$ cat config.mk
export PLATFORM = sky130hd
export DESIGN_NAME = rr_arbiter4_flat
export DESIGN_NICKNAME = d
export VERILOG_FILES = /design/src/rtl/rr_arbiter4_if.sv /design/src/rtl/rr_arbiter4.sv /design/src/flat_wrapper.sv
export SDC_FILE = /design/constraint.sdc
export NUM_CORES = 1
export LEC_CHECK = 0
export CAP_MARGIN = 0
export CORE_UTILIZATION = 40
export CTS_CLUSTER_SIZE = 30
export DETAILED_ROUTE_END_ITERATION = 12
export PLACE_DENSITY = 0.71
export SYNTH_ARGS = -nofsm -noshare
export SYNTH_HDL_FRONTEND = slang
export SYNTH_SLANG_ARGS = --single-unit
$ cat constraint.sdc
create_clock -name clk -period 2.4 [get_ports clk]
set_input_delay 0.72 -clock clk [delete_from_list [all_inputs] [get_ports clk]]
set_output_delay 0.72 -clock clk [all_outputs]
set_load 0.05 [all_outputs]
$ cat src/rtl/rr_arbiter4_if.sv
// Request/grant bundle between the four requesters and the round-robin arbiter.
// The arbiter side uses the master modport; the requester side uses slave.
interface rr_arbiter4_if;
    logic [3:0] req;
    logic       done;
    logic [3:0] grant;
    logic [1:0] gnt_idx;
    logic       dec_en_n;
    logic       busy;
    logic       timeout;

    modport master (
        input  req, done,
        output grant, gnt_idx, dec_en_n, busy, timeout
    );

    modport slave (
        output req, done,
        input  grant, gnt_idx, dec_en_n, busy, timeout
    );
endinterface

$ cat src/rtl/rr_arbiter4.sv
// Four-way round-robin arbiter driving a 2-to-4 select decoder (index + active-low enable).
// Grants are held until the owner releases or MAX_HOLD cycles elapse, then one gap cycle.
module rr_arbiter4 #(
    parameter int unsigned MAX_HOLD = 15
) (
    input logic           clk,
    input logic           rst,
    rr_arbiter4_if.master bus
);
    typedef enum logic [1:0] {StIdle, StGrant, StGap} state_e;

    localparam logic [7:0] HoldLast = 8'(MAX_HOLD - 1);

    state_e     state_q;
    logic [1:0] ptr_q;
    logic [7:0] hold_cnt_q;
    logic [1:0] win;
    logic       coop_rel;
    logic       hold_rel;

    // Scan from farthest to nearest so the nearest requester after ptr wins.
    always_comb begin
        win = ptr_q;
        for (int k = 4; k >= 1; k--) begin
            if (bus.req[ptr_q + 2'(k)]) begin
                win = ptr_q + 2'(k);
            end
        end
    end

    assign coop_rel = !bus.req[bus.gnt_idx] || bus.done;
    assign hold_rel = (hold_cnt_q == HoldLast);

    always_ff @(posedge clk) begin
        if (rst) begin
            state_q      <= StIdle;
            ptr_q        <= 2'd3;
            hold_cnt_q   <= 8'd0;
            bus.grant    <= 4'b0000;
            bus.gnt_idx  <= 2'd0;
            bus.dec_en_n <= 1'b1;
            bus.busy     <= 1'b0;
            bus.timeout  <= 1'b0;
        end else begin
            case (state_q)
                StIdle: begin
                    bus.timeout <= 1'b0;
                    if (|bus.req) begin
                        bus.grant    <= 4'b0001 << win;
                        bus.gnt_idx  <= win;
                        bus.dec_en_n <= 1'b0;
                        bus.busy     <= 1'b1;
                        ptr_q        <= win;
                        hold_cnt_q   <= 8'd0;
                        state_q      <= StGrant;
                    end
                end
                StGrant: begin
                    if (coop_rel || hold_rel) begin
                        bus.grant    <= 4'b0000;
                        bus.dec_en_n <= 1'b1;
                        bus.busy     <= 1'b0;
                        // A cooperative release on the limit cycle is not a timeout.
                        bus.timeout  <= !coop_rel;
                        state_q      <= StGap;
                    end else begin
                        hold_cnt_q <= hold_cnt_q + 8'd1;
                    end
                end
                StGap: begin
                    bus.timeout <= 1'b0;
                    state_q     <= StIdle;
                end
                default: begin
                    bus.grant    <= 4'b0000;
                    bus.dec_en_n <= 1'b1;
                    bus.busy     <= 1'b0;
                    bus.timeout  <= 1'b0;
                    state_q      <= StIdle;
                end
            endcase
        end
    end
endmodule

$ cat src/flat_wrapper.sv
// flat-port wrapper written by rule: the top's interface ports become plain ports
module rr_arbiter4_flat 
#(
    parameter int unsigned MAX_HOLD = 15
)
  (clk, rst, bus_req, bus_done, bus_grant, bus_gnt_idx, bus_dec_en_n, bus_busy, bus_timeout);
  rr_arbiter4_if bus_i ();
  input logic clk;
  input logic rst;
  input wire logic [$bits(bus_i.req)-1:0] bus_req;
  input wire logic [$bits(bus_i.done)-1:0] bus_done;
  output wire logic [$bits(bus_i.grant)-1:0] bus_grant;
  output wire logic [$bits(bus_i.gnt_idx)-1:0] bus_gnt_idx;
  output wire logic [$bits(bus_i.dec_en_n)-1:0] bus_dec_en_n;
  output wire logic [$bits(bus_i.busy)-1:0] bus_busy;
  output wire logic [$bits(bus_i.timeout)-1:0] bus_timeout;
  assign bus_i.req = bus_req;
  assign bus_i.done = bus_done;
  assign bus_grant = bus_i.grant;
  assign bus_gnt_idx = bus_i.gnt_idx;
  assign bus_dec_en_n = bus_i.dec_en_n;
  assign bus_busy = bus_i.busy;
  assign bus_timeout = bus_i.timeout;
  rr_arbiter4 #(.MAX_HOLD(MAX_HOLD)) u_core (.clk(clk), .rst(rst), .bus(bus_i));
endmodule
# After elaboration in Yosys (flattened, before gate mapping)
# Index checks and enable logic that the tools add are counted.
[totals]
reg_bits = 21
inputBits = 7
out_inout_bits = 9
[classes]
add_sub_neg = 4
n_lt_le_gt_ge = 4
eq_ne = 6
n_shift = 1
n_mux = 26
bitwise = 2
reduce_logical = 12
[ops]
columns = ["cell", "count"]
rows = [
  ["$mux 8", 2],
  ["$pmux 8 s2", 1],
  ["$lt 2x3->1 const B", 4],
  ["$pmux 4 s3", 1],
  ["$mux 2", 5],
  ["$add 8x1->8 const B", 1],
  ["$bmux 1 s2", 4],
  ["$eq 8x4->1 const B", 1],
  ["$mux 1", 8],
  ["$mux 4", 2],
  ["$pmux 1 s3", 2],
  ["$reduce_and 3->1", 2],
  ["$add 2x2->2 const B", 2],
  ["$ne 2x1->1 const B", 2],
  ["$pmux 2 s2", 1],
  ["$reduce_and 2->1", 2],
  ["$reduce_or 4->1", 1],
  ["$shl 1x2->4 const A", 1],
  ["$add 2x1->2 const B", 1],
  ["$eq 2x1->1 const B", 1],
  ["$eq 2x2->1 const B", 1],
  ["$logic_not 1->1", 2],
  ["$logic_not 2->1", 1],
  ["$logic_or 1x1->1", 2],
  ["other kinds (4)", 5],
]

# Longest topological paths before layout
[logic_depth]
word_depth = 9
ltp_mapped = 7
ltp_nobuf = 6

# Worst setup path before layout
# No wires, ideal clock.
[synth_path]
path_type = "reg2reg"
from = "register u_core.bus.gnt_idx[1]"
to = "register u_core.bus.grant[0]"
setup_time_ns = 0.133
arrival_ns = 1.687
required_time_ns = 2.267
slack_ns = 0.580
stages_incl_launch_ff = 6
path_buffers = 1
path_cell_list = "dfxtp_1 -> mux2_2 -> a22oi_4 -> buf_6 -> o22a_1 -> o32ai_1"
[synth_via]
elab_chain_len = 7
[synth_lines]
columns = ["item", "line_no", "rtl"]
rows = [
  ["start, declared", "rr_arbiter4_if.sv:14", "output grant, gnt_idx, dec_en_n, busy, timeout"],
  ["start signal, assigned", "rr_arbiter4.sv:50", "bus.gnt_idx <= win;"],
  ["$bmux 1 s2", "rr_arbiter4.sv:31", "assign coop_rel = !bus.req[bus.gnt_idx] || bus.done;"],
  ["$mux 1 (implied by the code)", "rr_arbiter4.sv:31", ""],
  ["$logic_not 1->1", "rr_arbiter4.sv:31", ""],
  ["$logic_or 1x1->1", "rr_arbiter4.sv:31", ""],
  ["$logic_or 1x1->1", "rr_arbiter4.sv:59", "if (coop_rel || hold_rel) begin"],
  ["$ne 2x1->1 (no line)", "n/a", ""],
  ["$reduce_and 3->1 (no line)", "n/a", ""],
  ["end signal, assigned", "rr_arbiter4.sv:49", "bus.grant <= 4'b0001 << win;"],
  ["end, declared", "rr_arbiter4_if.sv:14", ""],
]
# No other way between the ends. The select of a mux whose other input is x is not followed.
# A chain may end at the register's enable or synchronous reset.

# Worst setup path after layout
[layout_path]
from = "register u_core.bus.gnt_idx[1]"
to = "output port bus_gnt_idx[1]"
[layout_rtl]
columns = ["item", "line_no", "rtl"]
rows = [
  ["end, declared", "flat_wrapper.sv:13", "output wire logic [$bits(bus_i.gnt_idx)-1:0] bus_gnt_idx;"],
]
# No word-level cell between the ends.

==> flow_summary.json <==
{
  "power_switching_share_pct": 37.3,
  "cp-end-kind": "primary output",
  "die_w_um": 55.2,
  "synth.distinct_cells": 43,
  "post-place-cells": 168,
  "num_vias": 990,
  "multi_input_area_um2": 671,
  "setup_viol": 0,
  "p_leak_uw": 0.000481,
  "crit_family": "buffers and inverters",
  "ir_worst_vdd_v": 0.000525,
  "yosysSeqAreaShare_pct": 37.2,
  "synth_common_cells": "21 x dfxtp_1, 10 x nand2b_1, 9 x a21oi_1, 9 x nor2_1, 5 x nand2_1",
  "io_buffers": 15,
  "instances_no_fill": 172,
  "hpwl_um": 1810,
  "fin_crit_ns": 2.31,
  "post-route-period-util_pct": 96.3,
  "clk_latency_ns": 0.32,
  "max_slew.worst_pin.slew_ns": 0.500,
  "start_util_pct": 44.1,
  "post_drt_wl_per_cell_um": 14.2,
  "fmax_ghz": 0.433,
  "power.density_mw_per_mm2": 665,
  "synth_area_leaders": "dfxtp_1 37%, nand2b_1 5.5%, a21oi_1 4.0%, o32ai_1 3.1%, nor2_1 3.0%",
  "overflow": 0,
  "crit_chain": "clkdlybuf4s50_1",
  "cts_setup_buffers": 0,
  "dr.pass1.iters": 4,
  "die_h_um": 55.2,
  "yosysTopAreaCellShare_pct": 37.2,
  "fin_util_pct": 52.3,
  "yosysTopAreaCell": "dfxtp_1",
  "grt_antenna_before_repair": 0,
  "crit_required_ns": 1.68,
  "io_pins": 16,
  "cts_root_buf": "clkbuf_4",
  "grt_pass1_wl_um": 4020,
  "synth_edf_count": 0,
  "cts_resized": 0,
  "regArea_um2": 420,
  "power_frac_clock_pct": 20.4,
  "ys_ff_latch": 21,
  "layout-drive-gt1-share_pct": 12.7,
  "num_antenna_cells": 0,
  "slowest_delay_ns": 0.84,
  "syn_nets": 133,
  "hp-class": "reg -> reg",
  "cts_buffers": 3,
  "critPathMaxFanout": 4,
  "intPower_uw": 559,
  "maxCapViolations": 0,
  "startpoint_type": "flop",
  "core_area_mm2": 0.00257,
  "place_ws_ns": -0.0362,
  "rsz0062_at_grt": "false",
  "relSlewSlack_pct": 66.6,
  "critical-path-slowest-cell": "clkdlybuf4s50_1",
  "p_sw_uw": 333,
  "reg2reg_slack_ns": 0.58,
  "setup_slack_ns": 0.0896,
  "synth_warnings": 0,
  "grtUsageTotal_pct": 18.9,
  "dieArea_mm2": 0.00304,
  "hold_viol": 0,
  "nNetsFinal": 152,
  "crit_arrival_ns": 1.59,
  "grt_pass1_vias": 913,
  "place.gp.congestion": 0.849,
  "ys.flop_type": "dfxtp_1",
  "cts_hold_buf": 0,
  "run_status": "finished, final reports clean",
  "maxSlewViolCount": 0,
  "clock_sinks": 21,
  "synthCells": 124,
  "rows": 18,
  "power_frac_comb_pct": 33.4,
  "first_iter_violations": 12,
  "async_flop_share_pct": 0,
  "wirelength_um": 2440,
  "cts_max_level": 1,
  "synth_most_common_cell": "dfxtp_1",
  "clk_path_buf_depth": 2,
  "crit_type": "reg -> out",
  "viasPerCell": 5.76,
  "area_growth_pct": 18.7,
  "syn_avg_cell_area_um2": 9.12,
  "grt_max_degree": 20,
  "synth_area_mm2": 0.00113,
  "drt.antenna.violating_nets": 0,
  "drc_errors": 0,
  "fillerInstances": 263,
  "seqPwrFrac_pct": 46.3,
  "cts_tree": "built",
  "skew_ns": 0.00419,
  "clkTransAtPathRegs_ns": 0.13,
  "path_buf_inv": 1
}
==> final timing paths <==
check	startpoint	to	cells past startpoint
setup / recovery	u_core.bus.gnt_idx[1]	bus_gnt_idx[1]	1
hold / removal	u_core.bus.busy	u_core.bus.busy	2
setup reg to reg	u_core.hold_cnt_q[0]	u_core.hold_cnt_q[4]	6
hold reg to reg	u_core.bus.busy	u_core.bus.busy	2
==> layout by cell type, fill, tap and decap left out, types with 2 or more instances in the layout <==
master           synthesis  layout
nand3b_1                 3       3
nand3_1                  2       2
or4_1                    4       4
a21oi_1                  9       9
dfxtp_1                 21      21
o21ai_1                  3       3
buf_4                    0       4
nor3_2                   2       2
ha_1                     2       2
mux2i_1                  3       3
nor2b_1                  2       2
or3_1                    2       2
a21o_1                   2       2
nor3_1                   4       4
o211ai_1                 2       2
nor4_1                   3       3
clkdlybuf4s50_1          0      15
nor2_1                   9       9
nand2_1                  5       5
clkbuf_4                 0       3
o32ai_1                  4       4
or2_1                    2       2
and3_1                   4       4
nand2b_1                10      10
o31ai_1                  4       4
==> through the flow <==
step | total power, uW | instance area (um2) | setup TNS, ns | hold WS, ns
floorplan | 632 | 1130 | 0 | 0.447
global placement | 711 | 1310 | 0 | 0.452
detailed placement | 717 | 1310 | -0.0874 | 0.454
CTS | 901 | 1340 | 0 | 0.475
global route | 936 | 1340 | 0 | 0.505
finish | 892 | 1340 | 0 | 0.473
==> flip-flops by register name (all words and copies together), names as in the netlist <==
name                 cells
u_core.bus.busy          1
u_core.bus.dec_en_n      1
u_core.bus.gnt_idx       2
u_core.bus.grant         4
u_core.bus.timeout       1
u_core.hold_cnt_q        8
u_core.ptr_q             2
u_core.state_q           2
==> layout make-up <==
| type | instances | share of cell area (%) |
|---|---|---|
| Inverter | 1 | 0.280 |
| Clock inverter | 1 | 0.559 |
| Sequential cell | 21 | 31.3 |
| Tap cell | 30 | 2.80 |
| Clock buffer | 3 | 1.68 |
| Timing Repair Buffer | 19 | 13.4 |
| Multi-Input combinational cell | 97 | 50.0 |
==> layer usage <==
layer,up-vias,wire (um),track usage (%)
li1,507,-,-
met1,456,1130,23.8
met2,21,1190,30.9
met3,6,71,3.28
met4,0,47,9.58
met5,-,0,0
==> power groups by stage <==
stage                     Combinational (uW)  Sequential, uW  Clock, uW
after floorplan                          152             480          0
after global placement                   293             418          0
after detailed placement                 296             421          0
after CTS                                299             413        189
after global routing                     320             418        198
final                                    298             413        182
==> kinds of logic (layout without fill, tap and decap cells) <==
kind of cell / Yosys count / after routing / share of synthesized area [%]
flops: 21 / 21 / 37.2
fa+ha+maj: 2 / 2 / 2.21
buf+inv: 6 / 24 / 3.54
mux: 5 / 5 / 4.98
simple gates: 60 / 60 / 32.7
compound gates: 30 / 30 / 19.4
Note: power is estimated with default switching activity, not from simulation.
